==> config.mk <==
export PLATFORM = sky130hd
export DESIGN_NAME = des_core
export DESIGN_NICKNAME = d
export VERILOG_FILES = /design/src/rtl/des_core.sv
export SDC_FILE = /design/constraint.sdc
export NUM_CORES = 1
export LEC_CHECK = 0
export CAP_MARGIN = 10
export CORE_ASPECT_RATIO = 1.4
export CORE_MARGIN = 2
export CORE_UTILIZATION = 25
export CTS_BUF_LIST = sky130_fd_sc_hd__clkbuf_2
export CTS_CLUSTER_DIAMETER = 60
export DETAILED_ROUTE_END_ITERATION = 16
export PLACE_DENSITY = 0.76
export SLEW_MARGIN = 5
export SYNTH_ARGS = -nofsm -noshare
export SYNTH_HDL_FRONTEND = slang
export SYNTH_SLANG_ARGS = --single-unit
==> constraint.sdc <==
create_clock -name clk -period 1.18 [get_ports clk]
set_input_delay 0.236 -clock clk [delete_from_list [all_inputs] [get_ports clk]]
set_output_delay 0.236 -clock clk [all_outputs]
set_load 0.005 [all_outputs]
==> src/rtl/des_core.sv <==
// Iterative single-DES engine: one Feistel round per clock, encrypt or decrypt.
// Bit 1 of every FIPS-numbered vector is the MSB of the corresponding port/register.
module des_core (
    input  logic        clk,
    input  logic        rst,
    input  logic        start,
    input  logic        enc1_dec0,
    input  logic [63:0] in,
    input  logic [63:0] key,
    output logic [63:0] out,
    output logic        busy,
    output logic        done
);

    typedef enum logic {IDLE, RUN} state_t;

    // Permutation tables, one byte per entry, first entry in the MSBs, zero padded.
    localparam logic [511:0] IP_T = {
        8'd58, 8'd50, 8'd42, 8'd34, 8'd26, 8'd18, 8'd10, 8'd2,
        8'd60, 8'd52, 8'd44, 8'd36, 8'd28, 8'd20, 8'd12, 8'd4,
        8'd62, 8'd54, 8'd46, 8'd38, 8'd30, 8'd22, 8'd14, 8'd6,
        8'd64, 8'd56, 8'd48, 8'd40, 8'd32, 8'd24, 8'd16, 8'd8,
        8'd57, 8'd49, 8'd41, 8'd33, 8'd25, 8'd17, 8'd9,  8'd1,
        8'd59, 8'd51, 8'd43, 8'd35, 8'd27, 8'd19, 8'd11, 8'd3,
        8'd61, 8'd53, 8'd45, 8'd37, 8'd29, 8'd21, 8'd13, 8'd5,
        8'd63, 8'd55, 8'd47, 8'd39, 8'd31, 8'd23, 8'd15, 8'd7};
    localparam logic [511:0] FP_T = {
        8'd40, 8'd8, 8'd48, 8'd16, 8'd56, 8'd24, 8'd64, 8'd32,
        8'd39, 8'd7, 8'd47, 8'd15, 8'd55, 8'd23, 8'd63, 8'd31,
        8'd38, 8'd6, 8'd46, 8'd14, 8'd54, 8'd22, 8'd62, 8'd30,
        8'd37, 8'd5, 8'd45, 8'd13, 8'd53, 8'd21, 8'd61, 8'd29,
        8'd36, 8'd4, 8'd44, 8'd12, 8'd52, 8'd20, 8'd60, 8'd28,
        8'd35, 8'd3, 8'd43, 8'd11, 8'd51, 8'd19, 8'd59, 8'd27,
        8'd34, 8'd2, 8'd42, 8'd10, 8'd50, 8'd18, 8'd58, 8'd26,
        8'd33, 8'd1, 8'd41, 8'd9,  8'd49, 8'd17, 8'd57, 8'd25};
    localparam logic [511:0] E_T = {
        8'd32, 8'd1,  8'd2,  8'd3,  8'd4,  8'd5,  8'd4,  8'd5,
        8'd6,  8'd7,  8'd8,  8'd9,  8'd8,  8'd9,  8'd10, 8'd11,
        8'd12, 8'd13, 8'd12, 8'd13, 8'd14, 8'd15, 8'd16, 8'd17,
        8'd16, 8'd17, 8'd18, 8'd19, 8'd20, 8'd21, 8'd20, 8'd21,
        8'd22, 8'd23, 8'd24, 8'd25, 8'd24, 8'd25, 8'd26, 8'd27,
        8'd28, 8'd29, 8'd28, 8'd29, 8'd30, 8'd31, 8'd32, 8'd1,
        128'd0};
    localparam logic [511:0] P_T = {
        8'd16, 8'd7,  8'd20, 8'd21, 8'd29, 8'd12, 8'd28, 8'd17,
        8'd1,  8'd15, 8'd23, 8'd26, 8'd5,  8'd18, 8'd31, 8'd10,
        8'd2,  8'd8,  8'd24, 8'd14, 8'd32, 8'd27, 8'd3,  8'd9,
        8'd19, 8'd13, 8'd30, 8'd6,  8'd22, 8'd11, 8'd4,  8'd25,
        256'd0};
    localparam logic [511:0] PC1_T = {
        8'd57, 8'd49, 8'd41, 8'd33, 8'd25, 8'd17, 8'd9,  8'd1,
        8'd58, 8'd50, 8'd42, 8'd34, 8'd26, 8'd18, 8'd10, 8'd2,
        8'd59, 8'd51, 8'd43, 8'd35, 8'd27, 8'd19, 8'd11, 8'd3,
        8'd60, 8'd52, 8'd44, 8'd36, 8'd63, 8'd55, 8'd47, 8'd39,
        8'd31, 8'd23, 8'd15, 8'd7,  8'd62, 8'd54, 8'd46, 8'd38,
        8'd30, 8'd22, 8'd14, 8'd6,  8'd61, 8'd53, 8'd45, 8'd37,
        8'd29, 8'd21, 8'd13, 8'd5,  8'd28, 8'd20, 8'd12, 8'd4,
        64'd0};
    localparam logic [511:0] PC2_T = {
        8'd14, 8'd17, 8'd11, 8'd24, 8'd1,  8'd5,  8'd3,  8'd28,
        8'd15, 8'd6,  8'd21, 8'd10, 8'd23, 8'd19, 8'd12, 8'd4,
        8'd26, 8'd8,  8'd16, 8'd7,  8'd27, 8'd20, 8'd13, 8'd2,
        8'd41, 8'd52, 8'd31, 8'd37, 8'd47, 8'd55, 8'd30, 8'd40,
        8'd51, 8'd45, 8'd33, 8'd48, 8'd44, 8'd49, 8'd39, 8'd56,
        8'd34, 8'd53, 8'd46, 8'd42, 8'd50, 8'd36, 8'd29, 8'd32,
        128'd0};

    // Each S-box: 64 nibbles, index = row*16 + column, first entry in the MSBs.
    localparam logic [255:0] SBOX [8] = '{
        {64'hE4D12FB83A6C5907, 64'h0F74E2D1A6CB9538, 64'h41E8D62BFC973A50, 64'hFC8249175B3EA06D},
        {64'hF18E6B34972DC05A, 64'h3D47F28EC01A69B5, 64'h0E7BA4D158C6932F, 64'hD8A13F42B67C05E9},
        {64'hA09E63F51DC7B428, 64'hD709346A285ECBF1, 64'hD6498F30B12C5AE7, 64'h1AD069874FE3B52C},
        {64'h7DE3069A1285BC4F, 64'hD8B56F03472C1AE9, 64'hA690CB7DF13E5284, 64'h3F06A1D8945BC72E},
        {64'h2C417AB6853FD0E9, 64'hEB2C47D150FA3986, 64'h421BAD78F9C5630E, 64'hB8C71E2D6F09A453},
        {64'hC1AF92680D34E75B, 64'hAF427C9561DE0B38, 64'h9EF528C3704A1DB6, 64'h432C95FABE17608D},
        {64'h4B2EF08D3C975A61, 64'hD0B7491AE35C2F86, 64'h14BDC37EAF680592, 64'h6BD814A7950FE23C},
        {64'hD2846FB1A93E50C7, 64'h1FD8A374C56B0E92, 64'h7B419CE206ADF358, 64'h21E74A8DFC90356B}};

    // x holds an in_w-bit vector right-aligned; result is out_w bits right-aligned.
    function automatic logic [63:0] permute(input logic [63:0] x, input logic [511:0] tab,
                                            input int in_w, input int out_w);
        logic [63:0] y;
        int src;
        y = '0;
        for (int i = 0; i < 64; i++) begin
            if (i < out_w) begin
                src = in_w - int'(tab[9'(511 - 8 * i) -: 8]);
                y[6'(out_w - 1 - i)] = x[6'(src)];
            end
        end
        return y;
    endfunction

    function automatic logic [31:0] sbox_all(input logic [47:0] x);
        logic [31:0] y;
        logic [5:0]  b;
        logic [5:0]  n;
        y = '0;
        for (int k = 0; k < 8; k++) begin
            b = x[6'(47 - 6 * k) -: 6];
            n = {b[5], b[0], b[4:1]};
            y[5'(31 - 4 * k) -: 4] = SBOX[3'(k)][8'(255 - 4 * int'(n)) -: 4];
        end
        return y;
    endfunction

    state_t      state, state_nxt;
    logic [3:0]  cnt;
    logic        mode;
    logic        load, last;
    logic [31:0] l_q, r_q;
    logic [27:0] c_q, d_q;

    logic [4:0]  sidx;
    logic        shift_one;
    logic [27:0] c_rot, d_rot;
    logic [47:0] k_rnd, e_r;
    logic [31:0] f_out, l_nxt, r_nxt;
    logic [63:0] ip_in, fp_out;
    logic [55:0] pc1_key;

    // Key rotation for the round about to run: left before encrypt rounds,
    // right after the first decrypt round (whose key is PC-2 of C0D0 itself).
    always_comb begin
        sidx      = mode ? (5'(cnt) + 5'd1) : (5'd17 - 5'(cnt));
        shift_one = (sidx == 5'd1) || (sidx == 5'd2) || (sidx == 5'd9) || (sidx == 5'd16);
        c_rot     = c_q;
        d_rot     = d_q;
        if (mode) begin
            c_rot = shift_one ? {c_q[26:0], c_q[27]} : {c_q[25:0], c_q[27:26]};
            d_rot = shift_one ? {d_q[26:0], d_q[27]} : {d_q[25:0], d_q[27:26]};
        end else if (cnt != 4'd0) begin
            c_rot = shift_one ? {c_q[0], c_q[27:1]} : {c_q[1:0], c_q[27:2]};
            d_rot = shift_one ? {d_q[0], d_q[27:1]} : {d_q[1:0], d_q[27:2]};
        end
    end

    assign k_rnd   = 48'(permute({8'd0, c_rot, d_rot}, PC2_T, 56, 48));
    assign e_r     = 48'(permute({32'd0, r_q}, E_T, 32, 48));
    assign f_out   = 32'(permute({32'd0, sbox_all(e_r ^ k_rnd)}, P_T, 32, 32));
    assign l_nxt   = r_q;
    assign r_nxt   = l_q ^ f_out;
    assign fp_out  = permute({r_nxt, l_nxt}, FP_T, 64, 64);
    assign ip_in   = permute(in, IP_T, 64, 64);
    assign pc1_key = 56'(permute(key, PC1_T, 64, 56));

    always_ff @(posedge clk or posedge rst) begin
        if (rst) state <= IDLE;
        else     state <= state_nxt;
    end

    always_comb begin
        state_nxt = state;
        load      = 1'b0;
        last      = 1'b0;
        case (state)
            IDLE: if (start) begin
                load      = 1'b1;
                state_nxt = RUN;
            end
            RUN: if (cnt == 4'd15) begin
                last      = 1'b1;
                state_nxt = IDLE;
            end
            default: state_nxt = IDLE;
        endcase
    end

    assign busy = (state == RUN);

    always_ff @(posedge clk or posedge rst) begin
        if (rst) begin
            cnt  <= 4'd0;
            mode <= 1'b0;
            done <= 1'b0;
            out  <= 64'd0;
        end else begin
            done <= 1'b0;
            if (load) begin
                cnt  <= 4'd0;
                mode <= enc1_dec0;
            end else if (state == RUN) begin
                cnt <= cnt + 4'd1;
                if (last) begin
                    done <= 1'b1;
                    out  <= fp_out;
                end
            end
        end
    end

    // Round state: meaningful only while RUN, so it carries no reset.
    always_ff @(posedge clk) begin
        if (load) begin
            l_q <= ip_in[63:32];
            r_q <= ip_in[31:0];
            c_q <= pc1_key[55:28];
            d_q <= pc1_key[27:0];
        end else if (state == RUN) begin
            l_q <= l_nxt;
            r_q <= r_nxt;
            c_q <= c_rot;
            d_q <= d_rot;
        end
    end

endmodule

==> impl_metrics.json <==
{
  "status": "complete, but fails checks",
  "violations": "setup timing",
  "layout_setup_ws_ns": -0.01311,
  "yosysSeqAreaShare_pct": 59.93,
  "track_usage_pct": 8.269,
  "htreeDepth": 2,
  "setup_viol": 3,
  "final_cell_area_um2": 2268,
  "irDropWorstVdd_uv": 1137,
  "dominantRegCellSynth": "dfrtp_1",
  "vias": 1075,
  "drt_iter0_markers": 9,
  "arrival_ns": 1.47,
  "synth-edff-count": 16,
  "grt_pass1_vias": 1023,
  "cts_tree": "done",
  "post-synth-top-count-cell": "nand2_1",
  "r2r_setup_slack_ns": -0.01,
  "cts.sinks": 38,
  "synthToLayoutAreaGrowth_pct": 31.85,
  "r2r_cells": 6,
  "fmax_mhz": 838.1,
  "worstSetupEndpointType": "flip-flop",
  "synth_top_area_cell": "dfrtp_1",
  "grt_first_pass_wirelength_um": 4698,
  "syn_inst": 156,
  "netlist.area_leader.share_pct": 32.00,
  "grt_max_degree": 23,
  "gp_congestion": 0.6307,
  "setup_tns_ns": -0.02157,
  "rsz0062_at_grt": "yes",
  "drive_gt1_share_pct": 32.57,
  "finalMaxSlewViolations": 0,
  "synth_common_cells": "50 x nand2_1, 49 x buf_4, 22 x dfrtp_1",
  "fin_skew_ns": 0.01948,
  "power.density_nw_per_um2": 2083,
  "antenna_cells": 0,
  "cts_buffers": 5,
  "cts_hold_buf": 0,
  "synth_cell_types": 19,
  "r2r-end": "out[5]",
  "insertion_delay_ns": 0.37,
  "clockBufferDepth": 2,
  "ant_nets": 0,
  "postSynthAreaPerCell_um2": 11.03,
  "hp-class": "primary input to async pin",
  "syn_area_um2": 1720,
  "wire_per_inst_um": 9.432,
  "initial_utilization_pct": 26.02,
  "crit_type": "flip-flop to flip-flop",
  "synthArstFlopShare_pct": 57.89,
  "fp.dieH_um": 102.2,
  "worst_r2r_startpoint": "busy",
  "cp.required_ns": 1.46,
  "rows": 35,
  "ys_seq_elements": 38,
  "finalNetCount": 350,
  "clk_pin_slew_worst_paths_ns": 0.19,
  "synthTopCellsByArea": "dfrtp_1 32%, edfxtp_1 28%, buf_4 21%",
  "dr.pass1.iters": 4,
  "final_cells": 310,
  "period_share_pct": 101.1,
  "io_buffers": 36,
  "drt_wl_total_um": 2924,
  "dieArea_um2": 7571,
  "start_kind": "flip-flop",
  "max_cap_viol_count": 0,
  "avgViaCountPerCell": 3.468,
  "antenna_found_initial": 0,
  "pin_count": 198,
  "period_needed_ns": 1.193,
  "core_area_um2": 6613,
  "hpwlAfterDp_um": 2211,
  "drc": 0,
  "power_leakage_nw": 1.128,
  "startpoint": "busy",
  "path_max_fanout": 5,
  "die_x_um": 74.11,
  "root_buffer": "clkbuf_2",
  "overflow": 0,
  "hold_viol": 0,
  "place_inst": 288,
  "post_dp_cell_area_um2": 2086,
  "yosysWarnings": 0
}
[logic make-up (layout without fill, tap and decap cells)]
group           Yosys count  after routing  synth area share (%)
compound gates            4              4                 1.236
buf+inv                  55             70                 23.35
flops                    38             38                 59.93
mux                       2              2                 1.236
simple gates             55             55                 13.31
fa+ha+maj                 1              1                0.7272
other cells               1             48                0.2180
[per-layer routing]
metal | vias up | routed length, µm | GRT usage (%)
met3 | 4 | 224 | 2.170
met2 | 70 | 1492 | 13.87
met4 | 0 | 38 | 3.776
met1 | 486 | 1169 | 9.782
met5 | - | 0 | 0
li1 | 515 | - | -
[power by group]
part	switching [mW]	internal, mW	leakage [nW]
Combinational	0.767	0.922	0.635
Clock	0.413	0.565	0.0506
Sequential	0.238	1.82	0.442
Total	1.42	3.31	1.13
[what timing repair did]
action / 4_1_cts / 5_1_grt
buffers inserted: 9 / 5
setup endpoints to repair: 25 / 42
pin swaps: 1 / 28
gates resized for setup: 76 / 24
[metrics by stage]
step                      util, %  power, mW  hold WS, ns  setup slack [ns]
after floorplan                 -      2.816       0.2252           0.01396
after global placement      31.54      3.505       0.4185           -0.2040
after detailed placement    31.54      3.583       0.4205           -0.2082
after CTS                   32.72      4.512       0.1406          -0.02922
after global routing        34.30      5.069       0.1302          -0.09070
final                       34.30      4.726       0.1549          -0.01311
[worst max-delay path by stage]
stage,end,slack [ns],cells after the start
global placement,l_nxt[13],-0.20,4
global route,out[9],-0.09,1
CTS,out[9],-0.03,1
finish,out[5],-0.01,6
detailed placement,cnt[2],-0.21,5
floorplan,out[1],0.01,6
[sequential cells by signal (all words and copies together) (netlist names)]
| register | flops |
|---|---|
| out | 16 |
| busy | 1 |
| cnt | 4 |
| l_nxt | 16 |
| done | 1 |
[critical path, stage by stage (launching register included)]
cell and delay [ns]:
dfrtp_1 0.41, buf_6 0.12, buf_6 0.11, nand4_4 0.17, buf_6 0.19, nand2_2 0.06, nand2_2 0.04
[layout by cell type, fill, tap and decap left out, drive strengths merged]
master | Yosys | routed
nand4 | 2 | 2
clkinv | 0 | 1
inv | 4 | 4
nor2 | 2 | 2
bufinv | 0 | 2
mux2 | 1 | 1
dfrtp | 22 | 22
edfxtp | 16 | 16
buf | 51 | 40
conb | 1 | 48
nand2 | 50 | 50
nand2b | 1 | 1
o21ai | 2 | 2
clkbuf | 0 | 5
clkdlybuf4s50 | 0 | 18
a21oi | 1 | 1
mux2i | 1 | 1
ha | 1 | 1
a31oi | 1 | 1
[final cells by class]
cell class	instances	area [µm²]
inverters	4	22.52
clock inverters	3	63.81
well taps	92	115.1
repair buffers	58	491.7
clock buffers	5	25.02
fillers	668	4344
flip-flops and latches	38	1031
multi-input cells	110	519.2
Power figures use the tool's default switching activity.
